<file path="config.mk">
export PLATFORM = sky130hd
export DESIGN_NAME = swd_phy
export DESIGN_NICKNAME = d
export VERILOG_FILES = /design/src/rtl/swd_phy.sv
export SDC_FILE = /design/constraint.sdc
export NUM_CORES = 1
export LEC_CHECK = 0
export CAP_MARGIN = 20
export CORE_ASPECT_RATIO = 0.7
export CORE_MARGIN = 4
export CORE_UTILIZATION = 46
export DETAILED_ROUTE_END_ITERATION = 8
export GPL_TIMING_DRIVEN = 0
export PLACE_DENSITY = 0.76
export SETUP_SLACK_MARGIN = 0.3
export SLEW_MARGIN = 20
export SYNTH_ARGS = -nofsm -noshare
export SYNTH_HDL_FRONTEND = slang
export SYNTH_SLANG_ARGS = --single-unit
</file>
<file path="constraint.sdc">
create_clock -name HCLK -period 1.95 [get_ports HCLK]
set_input_delay 0.39 -clock HCLK [delete_from_list [all_inputs] [get_ports HCLK]]
set_output_delay 0.39 -clock HCLK [all_outputs]
set_load 0.02 [all_outputs]
</file>
<file path="src/rtl/swd_phy.sv">
`default_nettype none
// ============================================================================
//  Module   : swd_phy
//  Purpose  : Serial Wire Debug physical layer. Synchronises SWCLK/SWDIO into
//             the HCLK domain, deglitches SWCLK, reports accepted edges,
//             launches SWDIO output data on SWCLK falling edges and detects
//             SWD line resets (a long run of 1-bits).
//  Revision : 1.0  initial release
// ============================================================================
module swd_phy #(
   parameter int SYNC_STAGES = 2,   // synchroniser depth per async input (2..4)
   parameter int FILT_LEN    = 3,   // agreeing samples to accept an SWCLK change (1..8)
   parameter int LRST_BITS   = 50   // 1-bits forming a line reset (2..255)
) (
   input  logic HCLK,
   input  logic HRESET,
   input  logic SWCLK_I,
   input  logic SWDIO_I,
   output logic SWDIO_O,
   output logic SWDIO_OE,
   input  logic tx_bit,
   input  logic tx_en,
   output logic rx_valid,
   output logic rx_bit,
   output logic clk_fall,
   output logic line_reset
);

   localparam int             CW        = $clog2(FILT_LEN + 1);
   localparam logic [CW-1:0]  FILT_LAST = CW'(FILT_LEN - 1);
   localparam logic [CW-1:0]  CNT_ONE   = CW'(1);
   localparam logic [7:0]     LRST_MAX  = 8'(LRST_BITS);

   logic [SYNC_STAGES-1:0] swclk_sync_q;
   logic [SYNC_STAGES-1:0] swdio_sync_q;
   logic                   swclk_s;
   logic                   swdio_s;

   logic                   filt_q,  filt_d;
   logic [CW-1:0]          fcnt_q,  fcnt_d;
   logic                   rise_d,  fall_d;

   logic                   rx_valid_q, rx_bit_q, clk_fall_q;
   logic                   swdio_o_q, swdio_oe_q;
   logic [7:0]             lrc_q,   lrc_d;
   logic                   lr_q,    lr_d;

   // Synchroniser chains: the only logic that touches the raw pins.
   always_ff @(posedge HCLK) begin
      if (HRESET) begin
         swclk_sync_q <= '0;
         swdio_sync_q <= '0;
      end else begin
         swclk_sync_q <= {swclk_sync_q[SYNC_STAGES-2:0], SWCLK_I};
         swdio_sync_q <= {swdio_sync_q[SYNC_STAGES-2:0], SWDIO_I};
      end
   end

   assign swclk_s = swclk_sync_q[SYNC_STAGES-1];
   assign swdio_s = swdio_sync_q[SYNC_STAGES-1];

   // Deglitch filter: follow SWCLK only after FILT_LEN consecutive disagreeing
   // samples; the counter stops at FILT_LEN-1 so it can never wrap.
   always_comb begin
      filt_d = filt_q;
      fcnt_d = '0;
      if (swclk_s != filt_q) begin
         if (fcnt_q == FILT_LAST) begin
            filt_d = swclk_s;
         end else begin
            fcnt_d = fcnt_q + CNT_ONE;
         end
      end
      rise_d = filt_d & ~filt_q;
      fall_d = ~filt_d & filt_q;
   end

   // Line-reset run counter: counts sampled 1-bits, saturating, and flags the
   // single step into saturation.
   always_comb begin
      lrc_d = lrc_q;
      lr_d  = 1'b0;
      if (rx_valid_q) begin
         if (rx_bit_q) begin
            if (lrc_q != LRST_MAX) begin
               lrc_d = lrc_q + 8'd1;
               lr_d  = (lrc_q == (LRST_MAX - 8'd1));
            end
         end else begin
            lrc_d = '0;
         end
      end
   end

   // Edge strobes, captured data, pad drive and line-reset state.
   always_ff @(posedge HCLK) begin
      if (HRESET) begin
         filt_q     <= 1'b0;
         fcnt_q     <= '0;
         rx_valid_q <= 1'b0;
         rx_bit_q   <= 1'b0;
         clk_fall_q <= 1'b0;
         swdio_o_q  <= 1'b0;
         swdio_oe_q <= 1'b0;
         lrc_q      <= '0;
         lr_q       <= 1'b0;
      end else begin
         filt_q     <= filt_d;
         fcnt_q     <= fcnt_d;
         rx_valid_q <= rise_d;
         clk_fall_q <= fall_d;
         if (rise_d) begin
            rx_bit_q <= swdio_s;
         end
         // Pad only changes on a falling SWCLK so turnaround never cuts a bit.
         if (fall_d) begin
            swdio_oe_q <= tx_en;
            swdio_o_q  <= tx_en & tx_bit;
         end
         lrc_q <= lrc_d;
         lr_q  <= lr_d;
      end
   end

   assign rx_valid   = rx_valid_q;
   assign rx_bit     = rx_bit_q;
   assign clk_fall   = clk_fall_q;
   assign SWDIO_O    = swdio_o_q;
   assign SWDIO_OE   = swdio_oe_q;
   assign line_reset = lr_q;

endmodule
`default_nettype wire

</file>
Word-level counts from Yosys, hierarchy flattened

Index checks and enable logic that the tools add are counted.

Register bits: 21
Bits of input ports: 6
Output and inout bits: 6
Logic and storage cells: 34

Add/sub/neg operators: 2
Eq/ne operators: 5
Multiplexer cells: 4
Bitwise gates (word level): 9
Reduce and logical (&&, ||, !) cells: 3

Operators by type and width:

| cell                                          | number |
|---|---|
| 2-to-1 mux 8 bit                              | 2 |
| adder 8 x 1 -> 8 bit, second input constant   | 1 |
| == test 8 x 6 -> 1 bit, second input constant | 1 |
| != test 8 x 6 -> 1 bit, second input constant | 1 |
| NOT 1 bit                                     | 6 |
| OR reduction 4 bit                            | 1 |
| AND 1 bit                                     | 3 |
| OR reduction 3 bit                            | 1 |
| adder 2 x 1 -> 2 bit, second input constant   | 1 |
| == test 2 bit, second input constant          | 1 |
| 2-to-1 mux 1 bit                              | 2 |
| != test 2 x 1 -> 1 bit, second input constant | 1 |
| AND reduction 2 bit                           | 1 |
| != test 1 bit                                 | 1 |

Longest topological paths before layout

Gate-level depths: netlist (run 1).

Word-level depth: 5
Depth in mapped cells: 5
Mapped depth without buffers: 5

Worst setup path before layout (run 1)

No wires, ideal clock.

Kind: register to register
Start: register lrc_q[0]
End: register lrc_q[0]
Data arrival time: 1.631 ns
Path slack: 0.244 ns
Cell stages (with the launch flop): 6
Path buffers: 0
Period minus slack after synthesis: 1.706 ns
Cell sequence: dfxtp_1 inv_1 ha_1 or4b_4 or4_1 a31oi_1

Longest elaborated chain between the ends: 3

Ends and longest elaborated chain:

| item                                                                  | RTL line | RTL |
|---|---|---|
| from (decl)                                                           | 45       | `logic [7:0] lrc_q, lrc_d;` |
| from (signal assigned)                                                | 120      | `lrc_q <= lrc_d;` |
| adder 8 x 1 -> 8 bit / != test 8 x 6 -> 1 bit (equally long branches) | 86, 85   |  |
| 2-to-1 mux 8 bit / != test 2 x 1 -> 1 bit (equally long branches)     | --       |  |
| 2-to-1 mux 8 bit / AND reduction 2 bit (equally long branches)        | --       |  |

Several ways; a longest one is shown, not always the timed one. The select of a mux whose other input is x is not followed.
A chain may end at the register's enable or synchronous reset.

Worst setup path in the final report (run 1)

Start: register lrc_q[0]
End: register lrc_q[4]

The elaborated chain is that of the path after synthesis.

==> results.yml, run 1 <==
pwr:
  power_mw: 0.669
  powerDensity_nw_per_um2: 550
  power.leakage_nw: 0.444
  worst_ir_drop_vdd_uv: 409
drt:
  drc: 0
  vias: 792
  drt-initial-drc-count: 42
  final_antenna_net_count: 0
  viasPerCell: 5.46
  firstDrtPassIters: 4
  drt-total-wl_mm: 1.99
  wire_per_inst_microns: 13.8
floorplan:
  num_rows: 13
  die_area_sq_um: 2950
  pin_count: 12
  coreArea_sq_um: 1940
  die_h_microns: 46.6
  initial_core_util_pct: 50.7
  die_w_microns: 63.2
synthesis:
  synthXorXnorAreaFrac_pct: 0.893
  synth_top_family_by_area: "simple AND/OR/NAND/NOR gates"
  synthArstFlopShare_pct: 0
  synth_compound_gate_area_share_pct: 13.9
  synth_edf_count: 0
  synth-adder-area-share_pct: 5.10
  yosysWarnings: 0
  synth.yosys.seq_area_share_pct: 42.9
  yosysUniqueCellTypes: 35
  yosys.area_share.simple_pct: 27.9
  syn_area_sq_um: 981
  syn-num-nets: 113
  synth_seq_cells: 21
  syn_inst: 103
  synth_mux_area_share_pct: 2.04
  synth_area_per_cell_sq_um: 9.52
  synth_top_flop_cell: "dfxtp_1"
global_route:
  overflow: 0
  grt_max_degree: 12
  grt_pass1_vias: 751
  antenna_found_initial: 0
  grt_usage_pct: 15.6
  grt_pass1_wl_mm: 3.47
timing:
  fin_setup_tns_ps: 0
  tightest_slew_ps: 281
  fin_crit_ps: 1730
  fin_crit_sh_pct: 88.7
  fin_skew_ps: 2.65
  finalSetupViolations: 0
  rsz0062_at_grt: "yes"
  clock.fmax_ghz: 0.578
  maxSlewHeadroom_pct: 81.0
  hold_viol: 0
  slew_violations: 0
  holdWs_ps: 418
cts:
  cts_sinks: 21
  root_buffer: "clkbuf_4"
  htree_levels: 1
  cts_tree: "built"
  postCtsHoldBufs: 0
  clock_latency_ps: 300
  path_clk_slew_ps: 110
  cts_max_path_buffers: 2
  cts_made_buffers: 3
setup_path:
  crit_type: "register to register"
  crit_fanout: 4
  cp-end-kind: "register"
  critical_path_required_ps: 2170
  critical_path.startpoint_type: "register"
  cp.arrival_ps: 1950
run:
  max_cap_viol_count: 0
cells_and_area:
  n_antenna_cell: 0
  nNetsFinal: 134
  drive_above_1_share_pct: 18.7
  syn_to_final_growth_pct: 24.1
placement:
  place_congestion: 0.911
  port_buffers: 11
  dp_hpwl_mm: 1.39
status:
  status: "finished, final reports clean"
worst_hold_path:
  min-delay-path-class: "register to register"
[synth_stat cells, types with 4 or more instances]
library cell,count,share of area (%)
or4_1,4,3.1
dfxtp_1,21,43
nand2_1,8,3.1
or3_1,5,3.2
nor2b_1,4,2.6
a31oi_1,5,3.2
nand2b_1,6,3.8
nor2_1,4,1.5
nand3_1,4,2.0
inv_1,6,2.3
ha_1,4,5.1
[logic make-up after synthesis]
group	after synthesis
adder cells (fa/ha/maj)	4
multiplexers	2
AND/OR/NAND/NOR	46
AO/OA/AOI/OAI	19
buffers and inverters	10
XOR/XNOR	1
flip-flops	21
[cells in the final DEF (no fill, tap or decap), types with 2 or more instances in the layout]
cell type / count
o211ai_1: 3
a31oi_1: 5
nand3_1: 4
buf_6: 3
o21ai_0: 2
nand2b_1: 6
dfxtp_4: 2
nor2b_1: 4
clkdlybuf4s50_1: 6
inv_1: 5
dlygate4sd2_1: 4
ha_1: 3
clkbuf_4: 3
nor2_1: 4
mux2i_1: 2
dfxtp_1: 19
nand2_1: 8
or3_1: 5
or4_1: 4
buf_4: 5
a21oi_1: 3
[per-layer routing]
layer  vias to the layer above  part of all wire, %  GRT usage, %
li1                        412                    -             -
met1                       362                   50          19.4
met2                        16                   45          26.6
met3                         2                  4.6          5.37
met4                         0                 0.65          3.86
met5                         -                    0             0
[where the power goes]
group / internal, mW / switching, mW
Combinational: 0.0178 / 0.0113
Sequential: 0.430 / 0.00186
Clock: 0.0798 / 0.128
Total: 0.528 / 0.141
[critical path, cell delays in order, from the launching register on]
cell and delay, ps:
dfxtp_4 370, inv_4 60, ha_4 130, or4b_4 480, o41a_4 380, a311oi_2 220
[final timing paths]
kind	start	endpoint	slack, ps	depth (start not counted)
min	fcnt_q[0]	fcnt_q[0]	420	1
max	lrc_q[0]	lrc_q[4]	220	5
min reg2reg	fcnt_q[0]	fcnt_q[0]	420	1
max reg2reg	lrc_q[0]	lrc_q[4]	220	5
[through the flow]
stage          setup slack (ps)  instances  cell area (sq um)  utilization [%]
2_1_floorplan               286        103                992                -
6_report                    221        145               1220             62.9
5_1_grt                     186        145               1220             62.9
3_3_place_gp                192        136               1130             58.4
4_1_cts                     246        142               1190             61.6
3_5_place_dp                143        136               1130             58.4
[flip-flops by register name, summed over array words and instances (netlist names)]
register and flops:
line_reset 1, clk_fall 1, swdio_sync_q 2, SWDIO_OE 1, lrc_q 8, rx_bit 1
filt_q 1, SWDIO_O 1, swclk_sync_q 2, fcnt_q 2, rx_valid 1
[cell type report]
class                      count  area [sq um]
clock buffer                   4          26.3
inverter                       6          25.0
buffer                         4          48.8
fill                         155           718
sequential                    21           428
tap                           22          27.5
multi-input combinational     72           517
timing repair buffer          16           145
[timing repair]
| action | 4_1_cts | 5_1_grt |
|---|---|---|
| endpoints found under the setup margin | 8 | 5 |
| pin swaps | 2 | 0 |
| setup buffers | 2 | 3 |
| resized for setup | 11 | 1 |
Note: power is estimated with default switching activity, not from simulation.
==> run 2: changes to the inputs <==
--- a/config.mk
+++ b/config.mk
@@ -7,11 +7,11 @@
 export LEC_CHECK = 0
 export CAP_MARGIN = 20
 export CORE_ASPECT_RATIO = 0.7
-export CORE_MARGIN = 4
+export CORE_MARGIN = 2
 export CORE_UTILIZATION = 46
 export DETAILED_ROUTE_END_ITERATION = 8
 export GPL_TIMING_DRIVEN = 0
-export PLACE_DENSITY = 0.76
+export PLACE_DENSITY = 0.72
 export SETUP_SLACK_MARGIN = 0.3
 export SLEW_MARGIN = 20
 export SYNTH_ARGS = -nofsm -noshare
==> constraint.sdc (replaced) <==
create_clock -name HCLK -period 1.9 [get_ports HCLK]
set_input_delay 0.38 -clock HCLK [delete_from_list [all_inputs] [get_ports HCLK]]
set_output_delay 0.38 -clock HCLK [all_outputs]
set_load 0.02 [all_outputs]
==> run 2 against run 1 <==
Clock skew rose by 19 ps; sequential share of layout area rose by 0.27 points; final cell count fell by 1.4%; first-iteration DRC count fell by 31%; routed wire length fell by 3.5%; via count rose by 0.51%; core utilization fell by 0.84 points; global-route usage rose by 1.0 points; register-to-register slack got worse by 40 ps; sequential power rose by 3%.
==> results.yml, run 2 (synthesized netlist as in run 1, its figures left out) <==
floorplan:
  die_area_sq_um: 2520
  die_w_microns: 59.2
  initial_core_util_pct: 50.7
  die_h_microns: 42.6
  coreArea_sq_um: 1940
  num_rows: 13
  pin_count: 12
cts:
  clock_latency_ps: 310
  path_clk_slew_ps: 130
  cts_tree: "built"
  htree_levels: 1
  root_buffer: "clkbuf_4"
  cts_max_path_buffers: 2
  postCtsHoldBufs: 0
  cts_sinks: 21
  cts_made_buffers: 3
global_route:
  overflow: 0
  grt_usage_pct: 16.7
  grt_max_degree: 13
  antenna_found_initial: 0
  grt_pass1_wl_mm: 3.13
  grt_pass1_vias: 655
timing:
  slew_violations: 0
  fin_skew_ps: 21.5
  holdWs_ps: 421
  fin_setup_tns_ps: 0
  rsz0062_at_grt: "yes"
  maxSlewHeadroom_pct: 78.5
  fin_crit_ps: 1720
  setup_ws_ps: 177
  fin_crit_sh_pct: 90.7
  finalSetupViolations: 0
  tightest_slew_ps: 319
  clock.fmax_ghz: 0.580
  hold_viol: 0
setup_path:
  critical_path_required_ps: 2120
  path_cells: "inv_4, ha_4, or4b_4, o41a_4, a311oi_2"
  cp-end-kind: "register"
  slowest_delay_ps: 490
  crit_fanout: 4
  crit_type: "register to register"
  critical_path.startpoint_type: "register"
  cp_top_family: "compound AO/OA/AOI/OAI gates"
  cp.arrival_ps: 1940
  cp_slowest_cell: "or4b_4"
  critPathBufInv: 1
pwr:
  power_mw: 0.690
  worst_ir_drop_vdd_uv: 399
  powerDensity_nw_per_um2: 574
  power.leakage_nw: 0.426
cells_and_area:
  drive_above_1_share_pct: 19.0
  n_antenna_cell: 0
  regArea_sq_um: 425
  n_fill_cell: 165
  most-common-layout-cells: "19 x dfxtp_1, 8 x nand2_1, 6 x nand2b_1, 6 x dlygate4sd2_1"
  post-route-util_pct: 62.1
  multi_input_area_sq_um: 522
  largest_register: "lrc_q"
  largest_reg_flops: 8
  layout_commonest_cell: "dfxtp_1"
  nNetsFinal: 132
  syn_to_final_growth_pct: 22.4
drt:
  drt-initial-drc-count: 29
  drt-total-wl_mm: 1.93
  viasPerCell: 5.57
  drc: 0
  wire_per_inst_microns: 13.5
  final_antenna_net_count: 0
  vias: 796
  firstDrtPassIters: 4
placement:
  place_congestion: 0.816
  dp_slack_ps: 110
  port_buffers: 11
  dp_hpwl_mm: 1.32
status:
  status: "finished, final reports clean"
run:
  max_cap_viol_count: 0
worst_hold_path:
  min-delay-path-class: "register to register"
==> run 2: final timing paths <==
kind                                   to      start  slack [ps]  cells past startpoint
worst max-delay path             lrc_q[4]   lrc_q[0]         180                      5
worst max register to register   lrc_q[4]   lrc_q[0]         180                      5
worst min register to register  fcnt_q[0]  fcnt_q[0]         420                      1
worst min-delay path            fcnt_q[0]  fcnt_q[0]         420                      1
==> run 2: cell type report <==
type	count	area share, %
Clock buffer	3	1.88
Clock inverter	1	0.417
Multi-Input combinational cell	72	43.4
Tap cell	22	2.29
Buffer	4	4.06
Inverter	6	2.08
Sequential cell	21	35.4
Timing Repair Buffer	14	10.4
==> run 2: metrics by stage <==
| stage | cell area (sq um) | instances |
|---|---|---|
| floorplan | 992 | 103 |
| global placement | 1130 | 136 |
| detailed placement | 1130 | 136 |
| CTS | 1180 | 142 |
| global route | 1200 | 143 |
| finish | 1200 | 143 |
==> run 2: metal layers <==
| layer | up-vias | track usage (%) | share of wire, % |
|---|---|---|---|
| met5 | - | 0 | 0 |
| met4 | 0 | 2.73 | 0.68 |
| met1 | 358 | 23.6 | 49 |
| met2 | 24 | 24.2 | 44 |
| met3 | 2 | 6.48 | 6.0 |
| li1 | 412 | - | - |
==> run 2: what timing repair did <==
item / in CTS / in global routing
setup endpoints to repair: 10 / 5
resized for setup: 11 / 2
buffers inserted: 2 / 1
==> run 2: power breakdown <==
group,internal [mW],total [mW],leakage [nW],switching (mW)
registers,0.443,0.445,0.171,0.00169
logic,0.0182,0.0301,0.237,0.0118
clock network,0.0786,0.215,0.0177,0.136
==> RTL change: new RTL, config.mk and constraints of run 1 <==
Make the reset (`HRESET`) asynchronous in 2 clocked blocks.
--- a/src/rtl/swd_phy.sv
+++ b/src/rtl/swd_phy.sv
@@ -46,7 +46,7 @@
    logic                   lr_q,    lr_d;
 
    // Synchroniser chains: the only logic that touches the raw pins.
-   always_ff @(posedge HCLK) begin
+   always_ff @(posedge HCLK or posedge HRESET) begin
       if (HRESET) begin
          swclk_sync_q <= '0;
          swdio_sync_q <= '0;
@@ -93,7 +93,7 @@
    end
 
    // Edge strobes, captured data, pad drive and line-reset state.
-   always_ff @(posedge HCLK) begin
+   always_ff @(posedge HCLK or posedge HRESET) begin
       if (HRESET) begin
          filt_q     <= 1'b0;
          fcnt_q     <= '0;
Check against the original RTL: differs if HRESET is asserted again (counterexample within 10 cycles, from zero or initial values and one cycle with HRESET high); with HRESET held inactive, the same outputs for 10 cycles.
==> RTL change against run 1 <==
Count of clock-buffer cells in the layout is the same; routed wire length shrank 5.1%; sequential share of layout area up 8.9 points; design area decreased by 1.8%; setup slack lost 0.11 ns; hold slack got worse by 0.059 ns; sequential cell count stayed put; utilization down 0.11 points; area after synthesis is 2.8% lower.
Power is not compared: it rests on default switching activity, and its combinational part moved more than twofold at a synthesized area within 25%.
==> RTL change: results (changes against run 1) <==
- Vias in the first global route: 711 (was 751)
- Post-CTS resize count: 5 (was 11)
- First-pass GRT wire length: 2.99 mm (was 3.47 mm)
- Post-Route WL: 1.89 mm (was 1.99 mm)
- Met2 WL: 876 microns (was 892 microns)
- GRT met1 Usage: 16.4% (was 19.4%)
- Status: completed (unchanged)
- GPL Wtd Cong: 0.771 (was 0.911)
- Multiplexer share of the synthesized area: 3.41% (was 2.04%)
- Largest net degree at the start of global routing: 22 (was 12)
- Sequential-to-total area share from yosys stat: 55.1% (was 42.9%)
- Non-filler cells, final: 131 (was 145)
- Clock skew: 0.00582 ns (was 0.00265 ns)
- Metal3 WL: 109 microns (was 92 microns)
- Post-Route M1 WL: 897 microns (was 996 microns)
- Xor-xnor portion of the synthesized cell area: 0% (was 0.893%)
- Internal reg-to-reg setup slack: 0.11 ns (was 0.22 ns)
- HPWL Detailed: 1.24 mm (was 1.39 mm)
- First DRT Iteration DRCs: 20 (was 42)
- R2R depth: 4 (was 5)
- Crit path largest cell delay: 0.56 ns (was 0.48 ns)
- Nets: 119 (was 134)
- Synth Area in Compound Gates: 13.8% (was 13.9%)
- Worst Hold Path EP: swclk_sync_q[1] (was fcnt_q[0])
- FFs w/ async S/R, synth: 100% (was 0%)
- Main synth FF type: dfrtp_1 (was dfxtp_1)
- Commonest cells post-synth: dfrtp_1, nand2_1, o21ai_0 (was dfxtp_1, nand2_1, inv_1, nand2b_1)
RTL change: final cells by class:
type / instances / area [sq um]
fillers: 153 / 708
flip-flops and latches: 21 / 527
multi-input cells: 57 / 409
repair buffers: 19 / 174
well taps: 22 / 27.5
clock buffers: 4 / 26.3
inverters: 7 / 26.3
plain buffers: 1 / 5.00
RTL change: worst reg2reg max path, delay by kind of cell (launching register included):
| kind | cells | cell delay [ns] |
|---|---|---|
| flops | 1 | 0.40 |
| compound gates | 1 | 0.11 |
| simple gates | 3 | 1.21 |
RTL change: through the flow:
stage	hold slack (ns)	util (%)	instance area, sq um	setup WS (ns)
floorplan	0.331	-	958	0.153
global placement	0.333	57.6	1100	0.0765
detailed placement	0.335	57.6	1100	0.0644
CTS	0.361	60.9	1160	0.106
global route	0.367	62.8	1190	0.0567
finish	0.359	62.8	1190	0.114
RTL change: where the power goes:
group	leakage (nW)	switching (W)	internal [W]
Clock	0.0150	0.000124	0.0000799
Sequential	0.273	0.0000595	0.000511
Combinational	0.275	0.000168	0.000129
